--- config.mk ---
export PLATFORM = sky130hd
export DESIGN_NAME = reset_watchdog
export DESIGN_NICKNAME = d
export VERILOG_FILES = /design/src/rtl/reset_watchdog_pkg.sv /design/src/rtl/reset_watchdog.sv
export SDC_FILE = /design/constraint.sdc
export NUM_CORES = 1
export LEC_CHECK = 0
export CORE_UTILIZATION = 40
export DETAILED_ROUTE_END_ITERATION = 8
export SLEW_MARGIN = 30
export SYNTH_ARGS = -nofsm -noshare
export SYNTH_HDL_FRONTEND = slang
export SYNTH_SLANG_ARGS = --single-unit
--- constraint.sdc ---
create_clock -name clk -period 4.85 [get_ports clk]
set_input_delay 1.455 -clock clk [delete_from_list [all_inputs] [get_ports clk]]
set_output_delay 1.455 -clock clk [all_outputs]
set_load 0.01 [all_outputs]
--- src/rtl/reset_watchdog_pkg.sv ---
// reset_watchdog_pkg: state encoding, register map and magic values for the reset watchdog
package reset_watchdog_pkg;
  typedef enum logic [1:0] {
    DISABLED   = 2'd0,
    RUNNING    = 2'd1,
    REQUESTING = 2'd2,
    HALTED     = 2'd3
  } state_e;
  localparam logic [1:0] ADDR_CONTROL = 2'd0;
  localparam logic [1:0] ADDR_RELOAD  = 2'd1;
  localparam logic [1:0] ADDR_KICK    = 2'd2;
  localparam logic [1:0] ADDR_STATUS  = 2'd3;
  localparam logic [31:0] KICK_MAGIC    = 32'h4B1C_4B1C;
  localparam logic [31:0] REQUEST_MAGIC = 32'hDEAD_0001;
endpackage

--- src/rtl/reset_watchdog.sv ---
// reset_watchdog: bus-programmed watchdog that issues a fixed-length registered reset request
module reset_watchdog
  import reset_watchdog_pkg::*;
#(
  parameter int TIMEOUT_WIDTH = 24,
  parameter int PULSE_CYCLES  = 16
) (
  input  logic        clk,
  input  logic        reset,
  input  logic        enable,
  input  logic        write,
  input  logic [1:0]  address,
  input  logic [31:0] writeData,
  output logic [31:0] readData,
  output logic        acknowledge,
  output logic        resetRequest
);
  localparam logic [TIMEOUT_WIDTH-1:0] PULSE_LAST = TIMEOUT_WIDTH'(PULSE_CYCLES - 1);
  localparam logic [TIMEOUT_WIDTH-1:0] ONE = TIMEOUT_WIDTH'(1);
  state_e state_q, state_d;
  logic [TIMEOUT_WIDTH-1:0] count_q, count_d, reload_q, reload_d;
  logic lock_q, lock_d, ack_q, ack_d, req_q, req_d;
  logic [31:0] rdata_q, rdata_d, rd_sel;
  logic wr, wr_ctrl, wr_reload, wr_kick, kick_ok, magic;
  assign readData = rdata_q;
  assign acknowledge = ack_q;
  assign resetRequest = req_q;
  // Bus decode plus watchdog FSM/counter next state; writes commit at the edge ending the ack cycle
  always_comb begin
    wr = enable & write & ack_q & (state_q != REQUESTING);
    wr_ctrl = wr & (address == ADDR_CONTROL);
    wr_reload = wr & (address == ADDR_RELOAD);
    wr_kick = wr & (address == ADDR_KICK);
    magic = wr & (address == ADDR_STATUS) & (writeData == REQUEST_MAGIC);
    kick_ok = writeData == KICK_MAGIC;
    ack_d = enable & ~ack_q;
    rd_sel = address == ADDR_CONTROL ? {30'b0, lock_q, state_q == RUNNING} :
             address == ADDR_RELOAD  ? 32'(reload_q) :
             address == ADDR_STATUS  ? {state_q, 30'(count_q)} : 32'b0;
    rdata_d = (enable & ~ack_q & ~write) ? rd_sel : 32'b0;
    req_d = state_q == REQUESTING;
    state_d = state_q;
    count_d = count_q;
    lock_d = lock_q;
    reload_d = wr_reload ? writeData[TIMEOUT_WIDTH-1:0] : reload_q;
    case (state_q)
      DISABLED:
        if (magic) begin
          state_d = REQUESTING;
          count_d = PULSE_LAST;
        end else if (wr_ctrl & writeData[0]) begin
          state_d = RUNNING;
          count_d = reload_q;
          lock_d = writeData[1];
        end
      RUNNING:
        if (magic | (wr_kick & ~kick_ok) | (~wr_kick & ~(wr_ctrl & ~writeData[0] & ~lock_q) & count_q == '0)) begin
          state_d = REQUESTING;
          count_d = PULSE_LAST;
        end else if (wr_kick) begin
          count_d = reload_q;
        end else if (wr_ctrl & ~writeData[0] & ~lock_q) begin
          state_d = DISABLED;
        end else begin
          count_d = count_q - ONE;
        end
      REQUESTING:
        if (count_q == '0) state_d = HALTED;
        else count_d = count_q - ONE;
      HALTED: state_d = HALTED;
    endcase
  end
  // State, counter and bus registers; reset clears the request asynchronously
  always_ff @(posedge clk or posedge reset) begin
    if (reset) begin
      state_q <= DISABLED;
      count_q <= '0;
      reload_q <= '1;
      lock_q <= 1'b0;
      ack_q <= 1'b0;
      req_q <= 1'b0;
      rdata_q <= '0;
    end else begin
      state_q <= state_d;
      count_q <= count_d;
      reload_q <= reload_d;
      lock_q <= lock_d;
      ack_q <= ack_d;
      req_q <= req_d;
      rdata_q <= rdata_d;
    end
  end
endmodule

======== After elaboration in Yosys (flattened, before gate mapping) ========
Cells that the tools add are included.
word-level totals
  latch bits .............................. 0
  input port bits ......................... 38
  ROM bits ................................ 0
  bits in writable memories ............... 0
  bits in registers ....................... 85
  logic and storage cells ................. 74
  memories ................................ 0
cells by class
  order comparisons ....................... 0
  eq/ne operators ......................... 15
  bitwise operators ....................... 26
  divide/modulo/power cells ............... 0
  shift operators ......................... 0
  reduce and logical (&&, ||, !) cells .... 7
  multiplexer cells ....................... 18
  multipliers ............................. 0
  add/sub/neg operators ................... 1
operators by type and width
  operator               number
  $mux 24                6
  $mux 32                4
  $pmux 24 s3            1
  $eq 32x31->1 const B   1
  $eq 32x32->1 const B   1
  $logic_not 24->1       1
  $sub 24x1->24 const B  1
  $and 1x1->1            16
  $mux 2                 6
  $eq 2x2->1 const B     4
  $not 1->1              8
  $pmux 2 s4             1
  $reduce_and 4->1       2
  $eq 2x1->1 const B     2
  $logic_not 2->1        2
  $ne 2x2->1 const B     2
  $ne 4x3->1 const B     1
  $ne 3x1->1 const B     1
  $ne 3x2->1 const B     1
  $ne 3x3->1 const B     1
  $reduce_and 3->1       1
  $reduce_bool 3->1      1
  $ne 2x1->1 const B     1
  $or 1x1->1             2

======== Depth between registers and ports, before layout ========
Gate-level depths: netlist of run 1.
  depth after elaboration ................. 12
  mapped depth ............................ 11

======== Worst setup path after synthesis of run 1 ========
OpenSTA, ideal clock, no wires.
  path kind ............................... input -> register
  start ................................... input writeData[29]
  end ..................................... register count_q[14]
  setup time .............................. 124 ps
  stages .................................. 7
  arrival time ............................ 3643 ps
  buffers on the path ..................... 1
  path slack .............................. 1083 ps
  path through ............................ nor4bb_1 > nand4_1 > o41a_1 > a221oi_1 > clkbuf_1 > o21ai_1 > a211o_1
on the way
  cells in the longest elaborated chain, start to end .. 7
  elaborated cells between the ends (all ways) .. 13
RTL lines
  element                                                                  RTL line              RTL
  start, declared                                                          reset_watchdog.sv:13  input logic [31:0] writeData,
  $eq 32x31->1                                                             reset_watchdog.sv:35  kick_ok = writeData == KICK_MAGIC;
  $not 1->1                                                                reset_watchdog.sv:57  if (magic | (wr_kick & ~kick_ok) | (~wr_kick & ~(wr_ctrl & ~writeData[0] & ~lock_q) & count_q == '0)) begin
  $and 1x1->1                                                              reset_watchdog.sv:57
  $or 1x1->1 (2 in a row)                                                  reset_watchdog.sv:57
  $ne 4x3->1 (no source line) / $mux 24 (equally long branches)            --
  $reduce_and 4->1 (no source line) / $pmux 24 s3 (equally long branches)  --
  end signal, assigned                                                     reset_watchdog.sv:85  count_q <= count_d;
  end, declared                                                            reset_watchdog.sv:21  logic [TIMEOUT_WIDTH-1:0] count_q, count_d, reload_q, reload_d;
Parallel ways exist; a longest one is shown, timed or not.
A chain may end at the register's enable or synchronous reset.

======== Worst setup path after layout of run 1 ========
  start ................................... input writeData[1]
  end ..................................... register count_q[10]
Same word-level chain as after synthesis.

==> impl.org, run 1 <==
** Run status
- The flow ran to the end, and the final reports show no timing, DRC or antenna violations.

** Critical path
- The largest single stage delay on the critical path is 0.70 ns.
- STA puts the critical path data required time at 5.15 ns.
- Kind of capture point of the worst setup path :: register
- Critical path's most frequent cell :: sky130_fd_sc_hd__a221o_1
- At the worst endpoint, the arrival time is 4.53 ns.
- Reg-to-reg setup timing slack :: 1.38 ns
- Ordered list of cells on the worst path :: clkdlybuf4s50_1 -> nor4bb_1 -> nand4_1 -> o41a_1 -> a221o_1 -> a21oi_1 -> buf_4 -> a221o_1
- The worst setup path is of the input port to register kind.
- Together, buffers and inverters on the worst path number 2.
- STA classifies the critical path startpoint as an input port.
- Along the worst path, the maximum fanout reaches 24.
- Grouping stages by cell kind, the critical path spends the most delay in compound AO/OA/AOI/OAI gates.
- CP max stage cell :: sky130_fd_sc_hd__a221o_1

** GRT
- In the global route stage, met3 resource usage came out at 4.30%.
- Sum of overflow across all layers after global routing :: 0
- Entering global routing, the biggest net connects 46 pins.
- Busiest grt layer :: met2
- Global routing used 32.7% of the available met2 tracks.
- Global-route wire length before repair :: 18400 um
- All-layer global routing usage :: 21.5%
- Vias in the first global route :: 3411
- For met1 alone, demand over resource in global routing was 31.0%.
- Number of antenna violations at the first check in global routing :: 1

** Cells and area
- Share of cells above drive strength 1 :: 18.9%
- Number of fillers in the final layout :: 958
- Share of the core filled with cells :: 51.5%
- Antenna diode count :: 0
- Relative to the synthesized area, the layout overhead comes to 24.9%.
- The final layout contains 522 nets.

** Pwr
- Power density over the cells :: 282 nW/um2
- Across the VDD grid, the largest voltage drop is 165 uV.
- After layout, the design draws a total of 1.49 mW.
- Summed over all cells, the static leakage comes to 2.31 nW.

** Synthesis
- Fraction of registers with async set or reset after synthesis :: 100%
- The most used flip-flop cell after synthesis is sky130_fd_sc_hd__dfrtp_1.
- Counting flops with a built-in enable in the synthesized netlist gives 0.
- Most numerous cell in the Yosys netlist :: sky130_fd_sc_hd__dfrtp_1
- For this run, the number of Yosys warnings is 0.
- #FFs+latches synth :: 79
- Summed over all instances, the cell type with the most area after synthesis is sky130_fd_sc_hd__dfrtp_1.
- Averaged over all synthesized cells, the footprint is 10.4 um2.
- The synthesized design devotes to its leading area cell type 32.5% of total area.
- By count the netlist is led by sky130_fd_sc_hd__dfrtp_1 (55), sky130_fd_sc_hd__nor2_1 (42), sky130_fd_sc_hd__mux2i_1 (28).
- Seq/Total Area, Yosys :: 47.4%
- Count of distinct cell types in the synthesized netlist :: 57
- Top area cells in the synthesized netlist :: sky130_fd_sc_hd__dfrtp_1 (32%), sky130_fd_sc_hd__dfstp_2 (15%), sky130_fd_sc_hd__mux2_2 (6.9%)
- Post-synthesis instance area :: 4240 um2
- The cell count after synthesis came out at 409.

** Floorplanning
- Die footprint :: 11000 um2
- Core Rows :: 37
- For this configuration, the core starts out at a cell density of 41.2%.
- Vertical extent of the die :: 105 um
- Horizontal extent of the die :: 105 um
- Core region area :: 10300 um2
- In this run the count of I/O pins placed on the die edge is 72.

** Clock tree
- The root buffer cell chosen for the clock tree is sky130_fd_sc_hd__clkbuf_8.
- Clk slew on worst S/H paths :: 0.09 ns
- In this run the post-CTS setup repair buffer count came out at 0.
- TritonCTS created 9 clock buffers.
- Worst skew pair latency :: 0.36 ns
- Hold Buf Count CTS :: 0
- In this run the deepest clock path goes through 2 buffers.
- The clock tree synthesis step divided the H-tree into 3 levels.
- Gates resized during post-CTS repair numbered 0.
- The clock drives 79 sinks.
- TritonCTS built the clock tree.

** Flow run
- Max-cap violations in this run came to 0.

** Drt
- After detailed routing, the number of remaining DRC violations is 0.
- Number of vias per cell after detailed routing :: 5.68
- DR iter-0 viols :: 282
- Initial DRT Pass Iterations :: 4
- The final route contains 3513 vias.
- Summed over all layers, the routed wires come to 11300 um.
- In the final routed layout, each cell accounts on average for 18.3 um.
- In this run the remaining antenna-violating nets after routing total 0.

** Timing
- Between clock sinks in the finished design, the worst skew comes to 0.00998 ns.
- Rel. slew slack :: 38.8%
- Number of slew-limit violations in the final report :: 0
- Number of endpoints failing setup at the final stage :: 0
- Adding up every negative setup slack in the final design gives 0 ns.
- In the finished design, the share of the clock period the worst path needs comes to 87.3%.
- Fmax :: 0.236 GHz
- For the pin with the worst max-slew slack, the measured transition is 0.918 ns.
- The worst path in the final design needs a cycle of 4.23 ns, including I/O delays and setup.
- Hold violation count in the final report :: 0
- Setup repair after global routing missed its margin :: false

** Placement
- Buffers placed on the I/O ports in this run total 65.
- Routability congestion estimate from global placement :: 0.890
- Once detailed placement completed, the half-perimeter wirelength came to 8310 um.

** Min path
- HP Class :: register to register
## metrics by stage
step / worst slack [ns] / cell area (um2) / hold slack (ns) / std cells
after floorplan: 1.08 / 4260 / 0.498 / 414
after global placement: 0.331 / 5060 / 0.474 / 602
after detailed placement: 0.218 / 5060 / 0.484 / 602
after CTS: 0.606 / 5290 / 0.497 / 618
after global routing: 0.474 / 5290 / 0.545 / 618
final: 0.618 / 5290 / 0.503 / 618
## state kept, by name, indices dropped and copies added (netlist names)
register / count
readData: 26
count_q: 24
reload_q: 24
state_q: 2
acknowledge: 1
lock_q: 1
resetRequest: 1
## area by class of cell
cell class	instances	area, um2	share of cell area (%)
Clock buffer	10	138	2.60
Clock inverter	6	91.3	1.73
Inverter	15	56.3	1.06
Multi-Input combinational cell	292	2050	38.8
Sequential cell	79	2010	37.9
Tap cell	136	170	3.22
Timing Repair Buffer	80	776	14.7
## logic make-up after synthesis
kind of cell	synth area share (%)
AO/OA/AOI/OAI	14.2
adder cells (fa/ha/maj)	2.07
XOR/XNOR	0.413
flip-flops	47.4
buffers and inverters	4.69
multiplexers	13.5
other	0.0885
AND/OR/NAND/NOR	17.6
## routing by layer
metal,up-vias,share of wire [%]
li1,1654,-
met1,1730,46
met2,123,46
met3,6,7.0
met4,0,1.1
met5,-,0
## cell usage in the layout, fill, tap and decap left out, types with 4 or more instances in the layout
master                            netlist  routed
sky130_fd_sc_hd__clkdlybuf4s50_1        0      65
sky130_fd_sc_hd__dfrtp_1               55      55
sky130_fd_sc_hd__nor2_1                42      41
sky130_fd_sc_hd__mux2i_1               28      28
sky130_fd_sc_hd__mux2_2                26      26
sky130_fd_sc_hd__dfstp_2               24      24
sky130_fd_sc_hd__nor3_1                20      20
sky130_fd_sc_hd__nand2_1               19      19
sky130_fd_sc_hd__o21ai_0               15      15
sky130_fd_sc_hd__inv_1                 15      14
sky130_fd_sc_hd__buf_4                  7      14
sky130_fd_sc_hd__nor4_1                11      11
sky130_fd_sc_hd__a221o_1               10      10
sky130_fd_sc_hd__a21oi_1               10      10
sky130_fd_sc_hd__clkbuf_8               0      10
sky130_fd_sc_hd__nand3_1                9       9
sky130_fd_sc_hd__o22ai_1                8       8
sky130_fd_sc_hd__o2bb2ai_1              7       7
sky130_fd_sc_hd__ha_1                   7       7
sky130_fd_sc_hd__conb_1                 1       6
sky130_fd_sc_hd__nand4_1                5       5
sky130_fd_sc_hd__a22oi_1                5       5
sky130_fd_sc_hd__o21ai_1                5       5
sky130_fd_sc_hd__or3_1                  4       4
sky130_fd_sc_hd__or4_1                  4       4
## final timing paths
kind | cells past startpoint | to | from
max in group asynchronous | 3 | reload_q[14] | reset
min reg2reg | 1 | acknowledge | acknowledge
min in group asynchronous | 2 | acknowledge | reset
max | 8 | count_q[10] | writeData[1]
min | 1 | acknowledge | acknowledge
max reg2reg | 7 | count_q[10] | count_q[13]
## power by group
group | leakage [nW] | switching [mW] | internal (mW)
Sequential | 1.01 | 0.0411 | 0.725
Clock | 0.117 | 0.264 | 0.308
Combinational | 1.19 | 0.0670 | 0.0872
Total | 2.31 | 0.372 | 1.12
(Power assumes the default switching activity.)
==> inputs of run 2 (changes only) <==
CORE_MARGIN = 5   (was default)
MAX_ROUTING_LAYER = met4   (was default)
==> run 2 against run 1 <==
- via count decreased by 2.5%
- sequential cell count unchanged
- combinational power about the same
- critical path depth unchanged
- die area increased by 16%
- cell count decreased by 0.32%
- wire length increased by 4.8%
- sequential share of layout area increased by 0.099 points
- clock-buffer cell count unchanged
- core utilization decreased by 0.36 points
- clock power decreased by 0.9%
- critical path type unchanged
==> impl.org, run 2 (synthesis results as in run 1) <==
** Clock tree
- The root buffer cell chosen for the clock tree is sky130_fd_sc_hd__clkbuf_8.
- TritonCTS built the clock tree.
- Worst skew pair latency :: 0.36 ns (about the same)
- Post-CTS resize count :: 0 (unchanged)
- The maximum level of the CTS H-tree was 3 (unchanged).
- Post-CTS Setup Repair Bufs :: 0 (unchanged)
- The maximum buffer depth of the clock tree came to 2 (unchanged).
- TritonCTS Buffers :: 9 (unchanged)
- CTS sink cnt :: 79 (unchanged)
- Clk slew on worst S/H paths :: 0.09 ns (about the same)
- Hold Buf Count CTS :: 0 (unchanged)

** Pwr
- The worst-case vdd ir drop is 162 uV (-2.2%).
- The sum of internal, switching and leakage power is 1.48 mW (-0.63%).
- Power density over the cells :: 281 nW/um2 (-0.37%)
- Static leakage power :: 2.30 nW (-0.77%)

** Critical path
- The worst path buffer plus inverter count is 2 (unchanged).
- RR Startpoint :: count_q[13]
- Cells on worst reg2reg path :: 7 (unchanged)
- The critical path goes through clkdlybuf4s50_1 -> nor4bb_1 -> nand4_1 -> o41a_1 -> a221o_1 -> a21oi_1 -> buf_4 -> a221o_1.
- Reg2reg end :: count_q[15]
- The worst setup path is captured at a register.
- STA classifies the critical path startpoint as an input port.
- Critical path's most frequent cell :: sky130_fd_sc_hd__a221o_1
- Worst endpoint data arrival time :: 4.50 ns (-0.03 ns)
- Path type of the worst setup path :: input port to register
- The setup slack on the worst flop-to-flop path is 1.40 ns (+0.02 ns).
- Broken down by cell family, the worst path's largest delay share belongs to compound AO/OA/AOI/OAI gates.
- For this design, the slowest cell found on the critical path is sky130_fd_sc_hd__a221o_1.
- The required time at the worst-slack endpoint came to 5.15 ns (about the same).
- The peak fanout along the critical path is 24 (unchanged).
- The maximum cell stage delay along the critical path was 0.72 ns (+0.02 ns).

** Timing
- Rel. slew slack :: 36.0% (-2.8 points)
- The total count of hold-check failures in the final report was 0 (unchanged).
- Number of slew-limit violations in the final report :: 0 (unchanged)
- Period Utilization, post-route :: 86.6% (-0.66 points)
- TNS Setup :: 0 ns (unchanged)
- The final critical path time including I/O delays and setup is 4.20 ns (-0.0322 ns).
- Slew at the pin closest to its max-slew limit :: 0.959 ns (+0.0419 ns)
- Setup repair after global routing left no endpoint under its margin.
- Fmax :: 0.238 GHz (+0.77%)
- The setup-violating endpoint count in the final report came to 0 (unchanged).
- Clock Skews :: 0.0154 ns (+0.00540 ns)

** GRT
- Sum of overflow across all layers after global routing :: 0 (unchanged)
- The number of global-route vias before repair is 3502 (+2.7%).
- The global-route met2 utilization is 28.9% (-3.8 points).
- The total routing usage reported by global routing came to 19.7% (-1.8 points).
- The largest net degree at the start of global routing is 80 (+74%).
- The initial antenna violation count came to 0 (-1).
- Global-route wire length before repair :: 19100 um (+4.0%)
- met2 is the most crowded layer.
- GR Util met1 :: 28.3% (-2.7 points)
- Routing usage on met3 :: 2.51% (-1.8 points)

** Drt
- DR iter-0 viols :: 156 (-45%)
- Residual DRC count :: 0 (unchanged)
- Final wirelength :: 11900 um (+4.8%)
- The detailed-route wire length per cell is 19.3 um (+5.2%).
- The via count normalized by instance count came to 5.56 (-2.2%).
- The number of antenna-violating nets in the routed design is 0 (unchanged).
- The via total after detailed routing is 3426 (-2.5%).
- The count of TritonRoute iterations in the first routing pass is 4 (unchanged).

** Cells and area
- The net count reported at finish was 520 (-0.38%).
- Number of flip-flops under the largest register name :: 26 (unchanged)
- Most frequent cells in the layout :: sky130_fd_sc_hd__clkdlybuf4s50_1 (65), sky130_fd_sc_hd__dfrtp_1 (55), sky130_fd_sc_hd__nor2_1 (41), sky130_fd_sc_hd__mux2i_1 (28), sky130_fd_sc_hd__mux2_2 (26)
- Relative to the synthesized area, the layout overhead comes to 24.5%.
- The antenna diode instance count was 0 (unchanged).
- The share of post-route cells with drive strength above 1 was 18.5% (-0.34 points).
- Leaving out fill and tap cells, the most frequent cell in the layout is sky130_fd_sc_hd__clkdlybuf4s50_1.
- Share of the core filled with cells :: 51.1% (-0.36 points)

** Floorplanning
- The height of the die came to 113 um (+7.6%).
- Horizontal extent of the die :: 113 um (+7.6%)
- Starting density of the core :: 41.0% (-0.18 points)
- Die footprint :: 12800 um2 (+16%)
- The number of standard-cell rows in the floorplan came to 37 (unchanged).
- Core region area :: 10300 um2 (+0.45%)
- I/O pin cnt :: 72 (unchanged)

** Placement
- HPWL reported at the end of detailed placement :: 8800 um (+5.8%)
- Count of buffers from port buffering :: 65 (unchanged)
- Routability congestion estimate from global placement :: 0.952 (+6.9%)

** Min path
- The worst hold path begins at acknowledge.
- Worst Hold Path EP :: acknowledge
- Number of cells on the worst hold path :: 1 (unchanged)
- HP Class :: register to register

** Run status
- The run finished with clean final reports.

** Flow run
- The max-cap violation count was 0 (unchanged).
-- run 2: area by class of cell --
class                      instances  area, um2
multi-input combinational        292       2050
sequential                        79       2010
fill                             965       5050
inverter                          15       56.3
timing repair buffer              78        761
clock inverter                     6       92.6
tap                              136        170
clock buffer                      10        138
-- run 2: worst reg2reg max path: stages (launching register included) --
cell	delay (ns)
sky130_fd_sc_hd__dfrtp_1	0.43
sky130_fd_sc_hd__or3_1	0.50
sky130_fd_sc_hd__or4_4	0.49
sky130_fd_sc_hd__nor3_1	0.36
sky130_fd_sc_hd__a221o_1	0.85
sky130_fd_sc_hd__a21oi_1	0.13
sky130_fd_sc_hd__buf_4	0.22
sky130_fd_sc_hd__a221o_1	0.35
-- run 2: how the worst max path moves through the flow --
| stage | start | endpoint | slack (ns) | cells past startpoint |
|---|---|---|---|---|
| 2_1_floorplan | writeData[29] | count_q[14] | 1.08 | 7 |
| 3_3_place_gp | writeData[1] | count_q[12] | 0.32 | 8 |
| 3_5_place_dp | writeData[1] | count_q[12] | 0.29 | 8 |
| 4_1_cts | writeData[1] | count_q[15] | 0.67 | 8 |
| 5_1_grt | writeData[1] | count_q[15] | 0.52 | 8 |
| 6_report | writeData[1] | count_q[15] | 0.65 | 8 |
-- run 2: where the power goes --
group / internal [mW] / total [mW] / switching [mW] / leakage (nW)
clock: 0.307 / 0.566 / 0.259 / 0.109
sequential: 0.725 / 0.763 / 0.0377 / 1.01
combinational: 0.0863 / 0.154 / 0.0679 / 1.18
total: 1.12 / 1.48 / 0.365 / 2.30
-- run 2: metal layers --
layer | up-vias | wire [um]
met2 | 84 | 5290
li1 | 1657 | -
met3 | 13 | 571
met1 | 1672 | 5830
met5 | - | 0
met4 | 0 | 197
-- run 2: per-stage QoR --
stage	std cells	hold slack (ns)	worst slack, ns	instance area [um2]
3_3_place_gp	600	0.479	0.322	5050
4_1_cts	616	0.501	0.672	5280
3_5_place_dp	600	0.482	0.293	5050
6_report	616	0.501	0.650	5280
5_1_grt	616	0.518	0.519	5280
2_1_floorplan	414	0.498	1.08	4260
